`config.mk`:
```
export PLATFORM = sky130hd
export DESIGN_NAME = as5600_i2c_target_flat
export DESIGN_NICKNAME = d
export VERILOG_FILES = /design/src/rtl/as5600_i2c_target_if.sv /design/src/rtl/as5600_i2c_target.sv /design/src/flat_wrapper.sv
export SDC_FILE = /design/constraint.sdc
export NUM_CORES = 1
export LEC_CHECK = 0
export CAP_MARGIN = 20
export CELL_PAD_IN_SITES_DETAIL_PLACEMENT = 1
export CELL_PAD_IN_SITES_GLOBAL_PLACEMENT = 2
export CORE_UTILIZATION = 34
export DETAILED_ROUTE_END_ITERATION = 10
export PLACE_DENSITY_LB_ADDON = 0.1
export SYNTH_ARGS = -nofsm -noshare
export SYNTH_HDL_FRONTEND = slang
export SYNTH_SLANG_ARGS = --single-unit
export TNS_END_PERCENT = 30
```
`constraint.sdc`:
```
create_clock -name clk -period 2.16 [get_ports clk]
set_input_delay 0.216 -clock clk [delete_from_list [all_inputs] [get_ports clk]]
set_output_delay 0.216 -clock clk [all_outputs]
set_load 0.02 [all_outputs]
```
`src/rtl/as5600_i2c_target_if.sv`:
```
// Pad-side signals of the AS5600 I2C target emulator, bundled for the top-level port.
interface as5600_i2c_target_if;
  logic        scl_i;
  logic        sda_i;
  logic        sda_oe_o;
  logic [11:0] angle_i;
  logic        busy_o;
  logic        rd_done_o;

  modport slave  (input scl_i, sda_i, angle_i, output sda_oe_o, busy_o, rd_done_o);
  modport master (output scl_i, sda_i, angle_i, input sda_oe_o, busy_o, rd_done_o);
endinterface

```
`src/rtl/as5600_i2c_target.sv`:
```
// AS5600-style I2C target: pointer register, coherent angle snapshot reads.
// Optional ZPOS offset registers are enabled by defining AS5600_TGT_ZPOS_EN.
module as5600_i2c_target #(
  parameter logic [6:0] SLAVE_ADDR  = 7'h36,
  parameter int         SYNC_STAGES = 2
) (
  input logic                clk,
  input logic                rst_n,
  as5600_i2c_target_if.slave bus
);
  typedef enum logic [3:0] {
    IDLE = 4'd0, ADDR = 4'd1, ADDR_ACK = 4'd2, PTR = 4'd3, PTR_ACK = 4'd4,
    WDATA = 4'd5, WDATA_ACK = 4'd6, RDATA = 4'd7, RDATA_ACK = 4'd8, IGNORE = 4'd9
  } state_e;

  state_e                 state_q, state_d;
  logic [SYNC_STAGES-1:0] scl_sync_q, sda_sync_q;
  logic                   scl_prev_q, sda_prev_q;
  logic [3:0]             bit_cnt_q, bit_cnt_d;
  logic [7:0]             shift_q, shift_d, tx_q, tx_d, ptr_q, ptr_d;
  logic [11:0]            snap_q, snap_d, zpos_s;
  logic                   rw_q, rw_d, sda_oe_q, sda_oe_d, busy_q, busy_d, rd_done_q, rd_done_d;
  logic                   scl_s, sda_s, scl_rise_s, scl_fall_s, start_s, stop_s;
  logic                   byte_done_s, addr_match_s;
  logic [7:0]             ptr_inc_s, first_byte_s, next_byte_s;

  function automatic logic [7:0] reg_read(input logic [7:0] addr, input logic [11:0] raw,
                                          input logic [11:0] zpos);
    logic [11:0] adj;
    adj = raw - zpos;
    case (addr)
      8'h01:   reg_read = {4'h0, zpos[11:8]};
      8'h02:   reg_read = zpos[7:0];
      8'h0C:   reg_read = {4'h0, raw[11:8]};
      8'h0D:   reg_read = raw[7:0];
      8'h0E:   reg_read = {4'h0, adj[11:8]};
      8'h0F:   reg_read = adj[7:0];
      default: reg_read = 8'h00;
    endcase
  endfunction

  assign scl_s        = scl_sync_q[SYNC_STAGES-1];
  assign sda_s        = sda_sync_q[SYNC_STAGES-1];
  assign scl_rise_s   = scl_s & ~scl_prev_q;
  assign scl_fall_s   = ~scl_s & scl_prev_q;
  assign start_s      = scl_s & scl_prev_q & sda_prev_q & ~sda_s;
  assign stop_s       = scl_s & scl_prev_q & ~sda_prev_q & sda_s;
  assign byte_done_s  = (bit_cnt_q == 4'd8);
  assign addr_match_s = (shift_q[7:1] == SLAVE_ADDR);
  assign ptr_inc_s    = ptr_q + 8'd1;
  assign first_byte_s = reg_read(ptr_q, snap_q, zpos_s);
  assign next_byte_s  = reg_read(ptr_inc_s, snap_q, zpos_s);

  // Pad synchronisers plus one history stage for START/STOP and SCL edge detection
  always_ff @(posedge clk or negedge rst_n) begin
    if (!rst_n) begin
      scl_sync_q <= '1;
      sda_sync_q <= '1;
      scl_prev_q <= 1'b1;
      sda_prev_q <= 1'b1;
    end else begin
      scl_sync_q <= {scl_sync_q[SYNC_STAGES-2:0], bus.scl_i};
      sda_sync_q <= {sda_sync_q[SYNC_STAGES-2:0], bus.sda_i};
      scl_prev_q <= scl_s;
      sda_prev_q <= sda_s;
    end
  end

  // FSM state register
  always_ff @(posedge clk or negedge rst_n) begin
    if (!rst_n) state_q <= IDLE;
    else        state_q <= state_d;
  end

  // FSM next state; bus conditions win over byte progress, which advances on SCL fall
  always_comb begin
    state_d = state_q;
    if (start_s) begin
      state_d = ADDR;
    end else if (stop_s) begin
      state_d = IDLE;
    end else if (scl_fall_s) begin
      case (state_q)
        ADDR:      state_d = byte_done_s ? (addr_match_s ? ADDR_ACK : IGNORE) : ADDR;
        ADDR_ACK:  state_d = rw_q ? RDATA : PTR;
        PTR:       state_d = byte_done_s ? PTR_ACK : PTR;
        PTR_ACK:   state_d = WDATA;
        WDATA:     state_d = byte_done_s ? WDATA_ACK : WDATA;
        WDATA_ACK: state_d = WDATA;
        RDATA:     state_d = byte_done_s ? RDATA_ACK : RDATA;
        RDATA_ACK: state_d = shift_q[0] ? IGNORE : RDATA;
        default:   state_d = state_q;
      endcase
    end else begin
      state_d = state_q;
    end
  end

  // Datapath and output next values; SDA drive only changes just after an SCL fall
  always_comb begin
    bit_cnt_d = bit_cnt_q;
    shift_d   = shift_q;
    tx_d      = tx_q;
    ptr_d     = ptr_q;
    snap_d    = snap_q;
    rw_d      = rw_q;
    sda_oe_d  = sda_oe_q;
    busy_d    = busy_q;
    rd_done_d = 1'b0;
    if (start_s) begin
      bit_cnt_d = 4'd0;
      sda_oe_d  = 1'b0;
    end else if (stop_s) begin
      bit_cnt_d = 4'd0;
      sda_oe_d  = 1'b0;
      busy_d    = 1'b0;
    end else if (scl_rise_s) begin
      shift_d   = {shift_q[6:0], sda_s};
      bit_cnt_d = byte_done_s ? bit_cnt_q : bit_cnt_q + 4'd1;
    end else if (scl_fall_s) begin
      case (state_q)
        ADDR: begin
          if (byte_done_s) begin
            sda_oe_d = addr_match_s;
            rw_d     = shift_q[0];
            busy_d   = busy_q | addr_match_s;
            snap_d   = (addr_match_s & shift_q[0]) ? bus.angle_i : snap_q;
          end else begin
            sda_oe_d = 1'b0;
          end
        end
        ADDR_ACK: begin
          bit_cnt_d = 4'd0;
          tx_d      = first_byte_s;
          sda_oe_d  = rw_q & ~first_byte_s[7];
        end
        PTR: begin
          if (byte_done_s) begin
            ptr_d    = shift_q;
            sda_oe_d = 1'b1;
          end else begin
            sda_oe_d = 1'b0;
          end
        end
        WDATA: begin
          if (byte_done_s) begin
            ptr_d    = ptr_inc_s;
            sda_oe_d = 1'b1;
          end else begin
            sda_oe_d = 1'b0;
          end
        end
        PTR_ACK, WDATA_ACK: begin
          bit_cnt_d = 4'd0;
          sda_oe_d  = 1'b0;
        end
        RDATA: begin
          if (byte_done_s) begin
            sda_oe_d = 1'b0;
          end else begin
            tx_d     = {tx_q[6:0], 1'b1};
            sda_oe_d = ~tx_q[6];
          end
        end
        RDATA_ACK: begin
          bit_cnt_d = 4'd0;
          ptr_d     = ptr_inc_s;
          tx_d      = next_byte_s;
          sda_oe_d  = ~shift_q[0] & ~next_byte_s[7];
          rd_done_d = shift_q[0];
        end
        default: sda_oe_d = 1'b0;
      endcase
    end else begin
      sda_oe_d = sda_oe_q;
    end
  end

  // Datapath and output registers
  always_ff @(posedge clk or negedge rst_n) begin
    if (!rst_n) begin
      bit_cnt_q <= 4'd0;
      shift_q   <= 8'h00;
      tx_q      <= 8'h00;
      ptr_q     <= 8'h00;
      snap_q    <= 12'h000;
      rw_q      <= 1'b0;
      sda_oe_q  <= 1'b0;
      busy_q    <= 1'b0;
      rd_done_q <= 1'b0;
    end else begin
      bit_cnt_q <= bit_cnt_d;
      shift_q   <= shift_d;
      tx_q      <= tx_d;
      ptr_q     <= ptr_d;
      snap_q    <= snap_d;
      rw_q      <= rw_d;
      sda_oe_q  <= sda_oe_d;
      busy_q    <= busy_d;
      rd_done_q <= rd_done_d;
    end
  end

`ifdef AS5600_TGT_ZPOS_EN
  logic [11:0] zpos_q, zpos_d;

  // ZPOS is written when a data byte completes at pointer 0x01 or 0x02
  always_comb begin
    zpos_d = zpos_q;
    if (scl_fall_s && !start_s && !stop_s && state_q == WDATA && byte_done_s) begin
      case (ptr_q)
        8'h01:   zpos_d = {shift_q[3:0], zpos_q[7:0]};
        8'h02:   zpos_d = {zpos_q[11:8], shift_q};
        default: zpos_d = zpos_q;
      endcase
    end else begin
      zpos_d = zpos_q;
    end
  end

  // ZPOS register
  always_ff @(posedge clk or negedge rst_n) begin
    if (!rst_n) zpos_q <= 12'h000;
    else        zpos_q <= zpos_d;
  end

  assign zpos_s = zpos_q;
`else
  assign zpos_s = 12'h000;
`endif

  assign bus.sda_oe_o  = sda_oe_q;
  assign bus.busy_o    = busy_q;
  assign bus.rd_done_o = rd_done_q;
endmodule

```
`src/flat_wrapper.sv`:
```
// flat-port wrapper written by rule: the top's interface ports become plain ports
module as5600_i2c_target_flat 
#(
  parameter logic [6:0] SLAVE_ADDR  = 7'h36,
  parameter int         SYNC_STAGES = 2
)
  (clk, rst_n, bus_scl_i, bus_sda_i, bus_angle_i, bus_sda_oe_o, bus_busy_o, bus_rd_done_o);
  as5600_i2c_target_if bus_i ();
  input logic clk;
  input logic rst_n;
  input wire logic [$bits(bus_i.scl_i)-1:0] bus_scl_i;
  input wire logic [$bits(bus_i.sda_i)-1:0] bus_sda_i;
  input wire logic [$bits(bus_i.angle_i)-1:0] bus_angle_i;
  output wire logic [$bits(bus_i.sda_oe_o)-1:0] bus_sda_oe_o;
  output wire logic [$bits(bus_i.busy_o)-1:0] bus_busy_o;
  output wire logic [$bits(bus_i.rd_done_o)-1:0] bus_rd_done_o;
  assign bus_i.scl_i = bus_scl_i;
  assign bus_i.sda_i = bus_sda_i;
  assign bus_i.angle_i = bus_angle_i;
  assign bus_sda_oe_o = bus_i.sda_oe_o;
  assign bus_busy_o = bus_i.busy_o;
  assign bus_rd_done_o = bus_i.rd_done_o;
  as5600_i2c_target #(.SLAVE_ADDR(SLAVE_ADDR), .SYNC_STAGES(SYNC_STAGES)) u_core (.clk(clk), .rst_n(rst_n), .bus(bus_i));
endmodule
```
**Word level (Yosys, flattened, before mapping)**

Index checks and enable logic that the tools add are counted.
Widths: inputs -> output; s select.

- Flip-flop bits (word level): 53
- Input port bits: 16
- Output and inout bits: 3
- Logic and storage cells: 129

- Multiplexer cells: 42
- Reductions and logical operators: 25
- $add $sub $neg: 2
- Bitwise logic cells: 22
- Eq/ne operators: 24

Operators with widths:

| operator | number |
|---|---|
| $eq 8x4->1 const B | 8 |
| $mux 4 | 13 |
| $pmux 8 s2 | 2 |
| $pmux 4 s7 | 1 |
| $pmux 8 s3 | 1 |
| $pmux 7 s3 | 1 |
| $mux 1 | 17 |
| $eq 4x3->1 const B | 4 |
| $mux 8 | 2 |
| $reduce_and 7->1 | 2 |
| $reduce_and 6->1 | 2 |
| $reduce_or 2->1 | 6 |
| $not 1->1 | 11 |
| $and 1x1->1 | 10 |
| $reduce_bool 3->1 | 3 |
| $reduce_bool 9->1 | 1 |
| $add 8x1->8 const B | 1 |
| $eq 4x2->1 const B | 2 |
| $eq 4x4->1 const B | 2 |
| $reduce_bool 4->1 | 2 |
| $eq 7x6->1 const B | 1 |
| $mux 7 | 1 |
| $mux 3 | 2 |
| $reduce_and 3->1 | 2 |
| 13 further kinds | 18 |

**Depth between registers and ports, before layout**

- Word-level depth: 11
- Gate-level depth with buffers: 10
- Mapped depth without buffers: 8

**Least setup slack after synthesis**

OpenSTA, ideal clock, no wires.

- Path kind: register to register
- Start point: reg u_core.ptr_q[6]
- End point: reg u_core.sda_oe_q (netlist: u_core.bus.sda_oe_o)
- Data required time: 2034 ps
- Arrival time: 2098 ps
- Cell stages (with the launch flop): 8
- Path slack: -63 ps
- Period minus slack after synthesis: 2223 ps
- Library setup time: 126 ps
- Buffers on the path: 1
- Cell sequence: dfrtp_1 -> buf_6 -> xor2_1 -> or4b_1 -> a21o_1 -> or4b_4 -> a221oi_2 -> o21ai_1

- Cells in the longest elaborated chain, start to end: 11
- Elaborated cells on any way between the ends: 24
- Classes of those cells: 1 x add/sub; 8 x eq/ne; 7 x mux; 4 x bitwise; 4 x reduce/logical

Ends and longest elaborated chain:

| what | line | RTL |
|---|---|---|
| from (decl) | as5600_i2c_target.sv:20 | `logic [7:0] shift_q, shift_d, tx_q, tx_d, ptr_q, ptr_d;` |
| from (signal assigned) | as5600_i2c_target.sv:195 | `ptr_q <= ptr_d;` |
| $add 8x1->8 | as5600_i2c_target.sv:50 | `assign ptr_inc_s = ptr_q + 8'd1;` |
| $eq 8x4->1 | as5600_i2c_target.sv:31 | `case (addr)` |
| $reduce_or 2->1 (no line) | -- |  |
| $pmux 8 s2 | as5600_i2c_target.sv:31 |  |
| $not 1->1 | as5600_i2c_target.sv:169 | `sda_oe_d = ~shift_q[0] & ~next_byte_s[7];` |
| $and 1x1->1 | as5600_i2c_target.sv:169 |  |
| $pmux 1 s5 * | as5600_i2c_target.sv:121 | `case (state_q)` |
| $mux 1 * | as5600_i2c_target.sv:120 | `end else if (scl_fall_s) begin` |
| $mux 1 * | as5600_i2c_target.sv:117 | `end else if (scl_rise_s) begin` |
| $mux 1 * | as5600_i2c_target.sv:113 | `end else if (stop_s) begin` |
| $mux 1 * | as5600_i2c_target.sv:110 | `if (start_s) begin` |
| to (signal assigned) | as5600_i2c_target.sv:198 | `sda_oe_q <= sda_oe_d;` |
| to (decl) | as5600_i2c_target.sv:22 | `logic rw_q, rw_d, sda_oe_q, sda_oe_d, busy_q, busy_d, rd_done_q, rd_done_d;` |

Every way passes the cells marked *; elsewhere a longest branch is shown, timed or not. The select of a mux whose other input is x is not followed.
A chain may end at the register's enable or synchronous reset.

**Final worst setup path**

Ends and elaborated chain as after synthesis.

==> flow_summary.json <==
{
  "synth_async_sr_flop_share_pct": 100.0,
  "drtIter0Drc": 75,
  "cts_setup_buffers": 0,
  "antenna_left": 0,
  "numCtsBuffers": 5,
  "syn-num-nets": 346,
  "synth_top_cell_by_area": "dfrtp_1",
  "synth_compound_area_share_pct": 19.00,
  "drc_errors": 0,
  "syn_inst": 318,
  "via_per_inst": 5.448,
  "power.leakage_nw": 1.587,
  "cts_tree": "done",
  "synth-seq-cells": 53,
  "antenna_cells": 0,
  "synth_top_area_share_pct": 38.49,
  "grt_remaining_overflow": 0,
  "grt_pass1_wl_mm": 14.17,
  "worst_pin_slew_ns": 0.5678,
  "synthMuxAreaShare_pct": 8.763,
  "cpMostUsedCell": "or4b_4",
  "drv_slew": 0,
  "wirelength_mm": 8.181,
  "required_ns": 2.38,
  "tns_ns": -0.07604,
  "cp_slowest_stage_delay_ns": 0.52,
  "firstDrtPassIters": 4,
  "maxSlewHeadroom_pct": 61.90,
  "syn_to_final_growth_pct": 22.40,
  "ys.flop_type": "dfrtp_1",
  "grt_pass1_vias": 2841,
  "crit_path_end_kind": "flip-flop",
  "clk_pin_slew_worst_paths_ns": 0.11,
  "rows": 34,
  "fin_crit_sh_pct": 103.5,
  "min_path_type": "primary input to flip-flop",
  "synthTopCellsByArea": "dfrtp_1, mux2_2, dfstp_2, ha_1, o21ai_0",
  "clock_latency_ns": 0.33,
  "die_area_mm2": 0.009369,
  "synth-xor-area-share_pct": 1.720,
  "cts-root-buf": "clkbuf_8",
  "ys_types": 56,
  "max_freq_ghz": 0.4472,
  "cap_violations": 0,
  "synth.cell_area_mm2": 0.003055,
  "drive_gt1_share_pct": 23.14,
  "fin_area_mm2": 0.003740,
  "outcome": "finished with violations",
  "violations": "setup timing",
  "fp.dieH_um": 96.80,
  "critPathLaunchType": "flip-flop",
  "cts.sink_count": 53,
  "cp_max_fo": 4,
  "final_nets": 390,
  "core_area_mm2": 0.008721,
  "path_cells": "xor2_1, or4b_4, a21o_4, or4b_4, a221oi_2, o21ai_1",
  "gp_congestion": 0.7982,
  "synth_edf_count": 0,
  "wl_per_cell_um": 17.37,
  "netlist_top_cells_count": "dfrtp_1, nor2_1, o21ai_0, nand2_1, mux2_2",
  "dpl_cell_area_mm2": 0.003581,
  "final_util_pct": 42.88,
  "fin_cells": 471,
  "dp_cells": 462,
  "min_period_ns": 2.236,
  "skew_ns": 0.01346,
  "synthAdderAreaFrac_pct": 4.914,
  "numPortBuffers": 18,
  "power_density_mw_per_mm2": 557.5,
  "ys_warn_count": 0,
  "ios": 19,
  "hold_violations": 0,
  "max-vdd-ir-drop_mv": 0.2575,
  "worstSetupPathType": "flip-flop to flip-flop",
  "initial_core_util_pct": 35.04,
  "antenna_found_initial": 0,
  "grt_max_degree": 33,
  "clk_path_buf_depth": 2,
  "cts.htree.levels": 2,
  "worst_path_max_delay_cell": "or4b_4",
  "synth_most_common_cell": "dfrtp_1",
  "num_vias": 2566,
  "die_w_um": 96.80,
  "dpl.hpwl_mm": 6.116,
  "grt_use_total_pct": 18.92,
  "rsz0062_at_grt": "true",
  "synth_top_family_by_area": "compound AO/OA/AOI/OAI gates",
  "fin_ws_ns": -0.07604,
  "setup_viol": 1,
  "cp.arrival_ns": 2.45,
  "seq_area_frac_synth_pct": 43.65,
  "yosys.area_share.simple_pct": 17.61,
  "avgSynthCellArea_um2": 9.608
}
-- metrics by stage --
step / hold slack, ns / setup WS, ns / total power [mW]
2_1_floorplan: -0.07959 / -0.06155 / 1.339
3_3_place_gp: 0.2271 / -0.01717 / 1.471
3_5_place_dp: 0.2314 / -0.1224 / 1.483
4_1_cts: 0.2724 / -0.05624 / 2.133
5_1_grt: 0.2684 / -0.1226 / 2.210
6_report: 0.2825 / -0.07604 / 2.085
-- kinds of logic (layout without fill, tap and decap cells) --
kind of cell,count (synthesis),after routing
and+or+nand+nor,102,102
AOI/OAI and AO/OA,89,89
DFF,53,53
buffers and inverters,32,77
muxes,24,24
adders and majority gates,12,12
xor gates and xnor gates,6,6
-- cell type report --
| cell class | instances | area [µm²] |
|---|---|---|
| clock buffers | 5 | 68.82 |
| clock inverters | 3 | 26.28 |
| fillers | 1002 | 4981 |
| inverters | 14 | 52.55 |
| multi-input cells | 233 | 1643 |
| flip-flops and latches | 53 | 1334 |
| well taps | 108 | 135.1 |
| repair buffers | 55 | 480.5 |
-- cell usage in the layout, fill, tap and decap left out, types with 3 or more instances in the layout --
master and count:
a31oi_1 5, nor2_1 27, a221oi_1 3, xor2_1 3
dfstp_2 6, ha_1 12, a22oi_1 7, mux2_2 22
dfrtp_1 47, clkdlybuf4s50_1 17, o21ai_0 25, a21oi_1 18
nand2_1 23, o31a_1 3, o21ai_1 3, o22a_1 3
xnor2_1 3, and3_1 6, nor3_1 5, buf_4 34
nand3_1 13, nand3b_1 4, a2bb2oi_1 3, inv_6 3
inv_1 14, nor2b_1 6, clkbuf_8 5
-- per-layer routing --
| layer | global-route usage, % | vias up | routed length [µm] |
|---|---|---|---|
| li1 | - | 1239 | - |
| met1 | 24.11 | 1279 | 3790 |
| met2 | 31.85 | 33 | 4011 |
| met3 | 2.962 | 15 | 206 |
| met4 | 7.922 | 0 | 173 |
| met5 | 0 | - | 0 |
-- sequential cells by signal, summed over array words and instances, names as in the netlist --
register              cells
u_core.bus.busy_o         1
u_core.rw_q               1
u_core.shift_q            8
u_core.bit_cnt_q          4
u_core.bus.sda_oe_o       1
u_core.state_q            4
u_core.snap_q            12
u_core.ptr_q              8
u_core.scl_prev_q         1
u_core.bus.rd_done_o      1
u_core.sda_sync_q         2
u_core.scl_sync_q         2
u_core.tx_q               7
u_core.sda_prev_q         1
-- timing repair --
action | in CTS | in global routing
setup endpoints to repair | 7 | 10
resized for setup | 1 | 8
pin swaps | 1 | 1
hold buffers | 1 | 0
hold endpoints to repair | 15 | 0
-- critical path: cells and delay by family, from the launching register on --
kind | cells | cell delay (ns)
AND/OR/NAND/NOR | 2 | 1.00
AO/OA/AOI/OAI | 3 | 0.54
flip-flops | 1 | 0.41
XOR/XNOR | 1 | 0.18
-- power breakdown --
group | internal [mW] | total [mW] | switching (mW)
logic | 0.150 | 0.277 | 0.126
clock network | 0.242 | 0.629 | 0.387
registers | 1.08 | 1.18 | 0.0956
total | 1.48 | 2.08 | 0.609
-- path summary, 6_finish.rpt --
check / startpoint / end / slack (ns) / cells past startpoint
min in group asynchronous: rst_n / u_core.state_q[2] / 0.39 / 2
worst min-delay path: bus_scl_i / u_core.scl_sync_q[0] / 0.28 / 1
worst min register to register: u_core.sda_sync_q[0] / u_core.sda_sync_q[1] / 0.36 / 0
max in group asynchronous: rst_n / u_core.tx_q[0] / 1.22 / 3
worst max register to register: u_core.ptr_q[6] / u_core.bus.sda_oe_o / -0.08 / 6
worst max-delay path: u_core.ptr_q[6] / u_core.bus.sda_oe_o / -0.08 / 6
No activity file was read; power rests on OpenSTA's default activity.
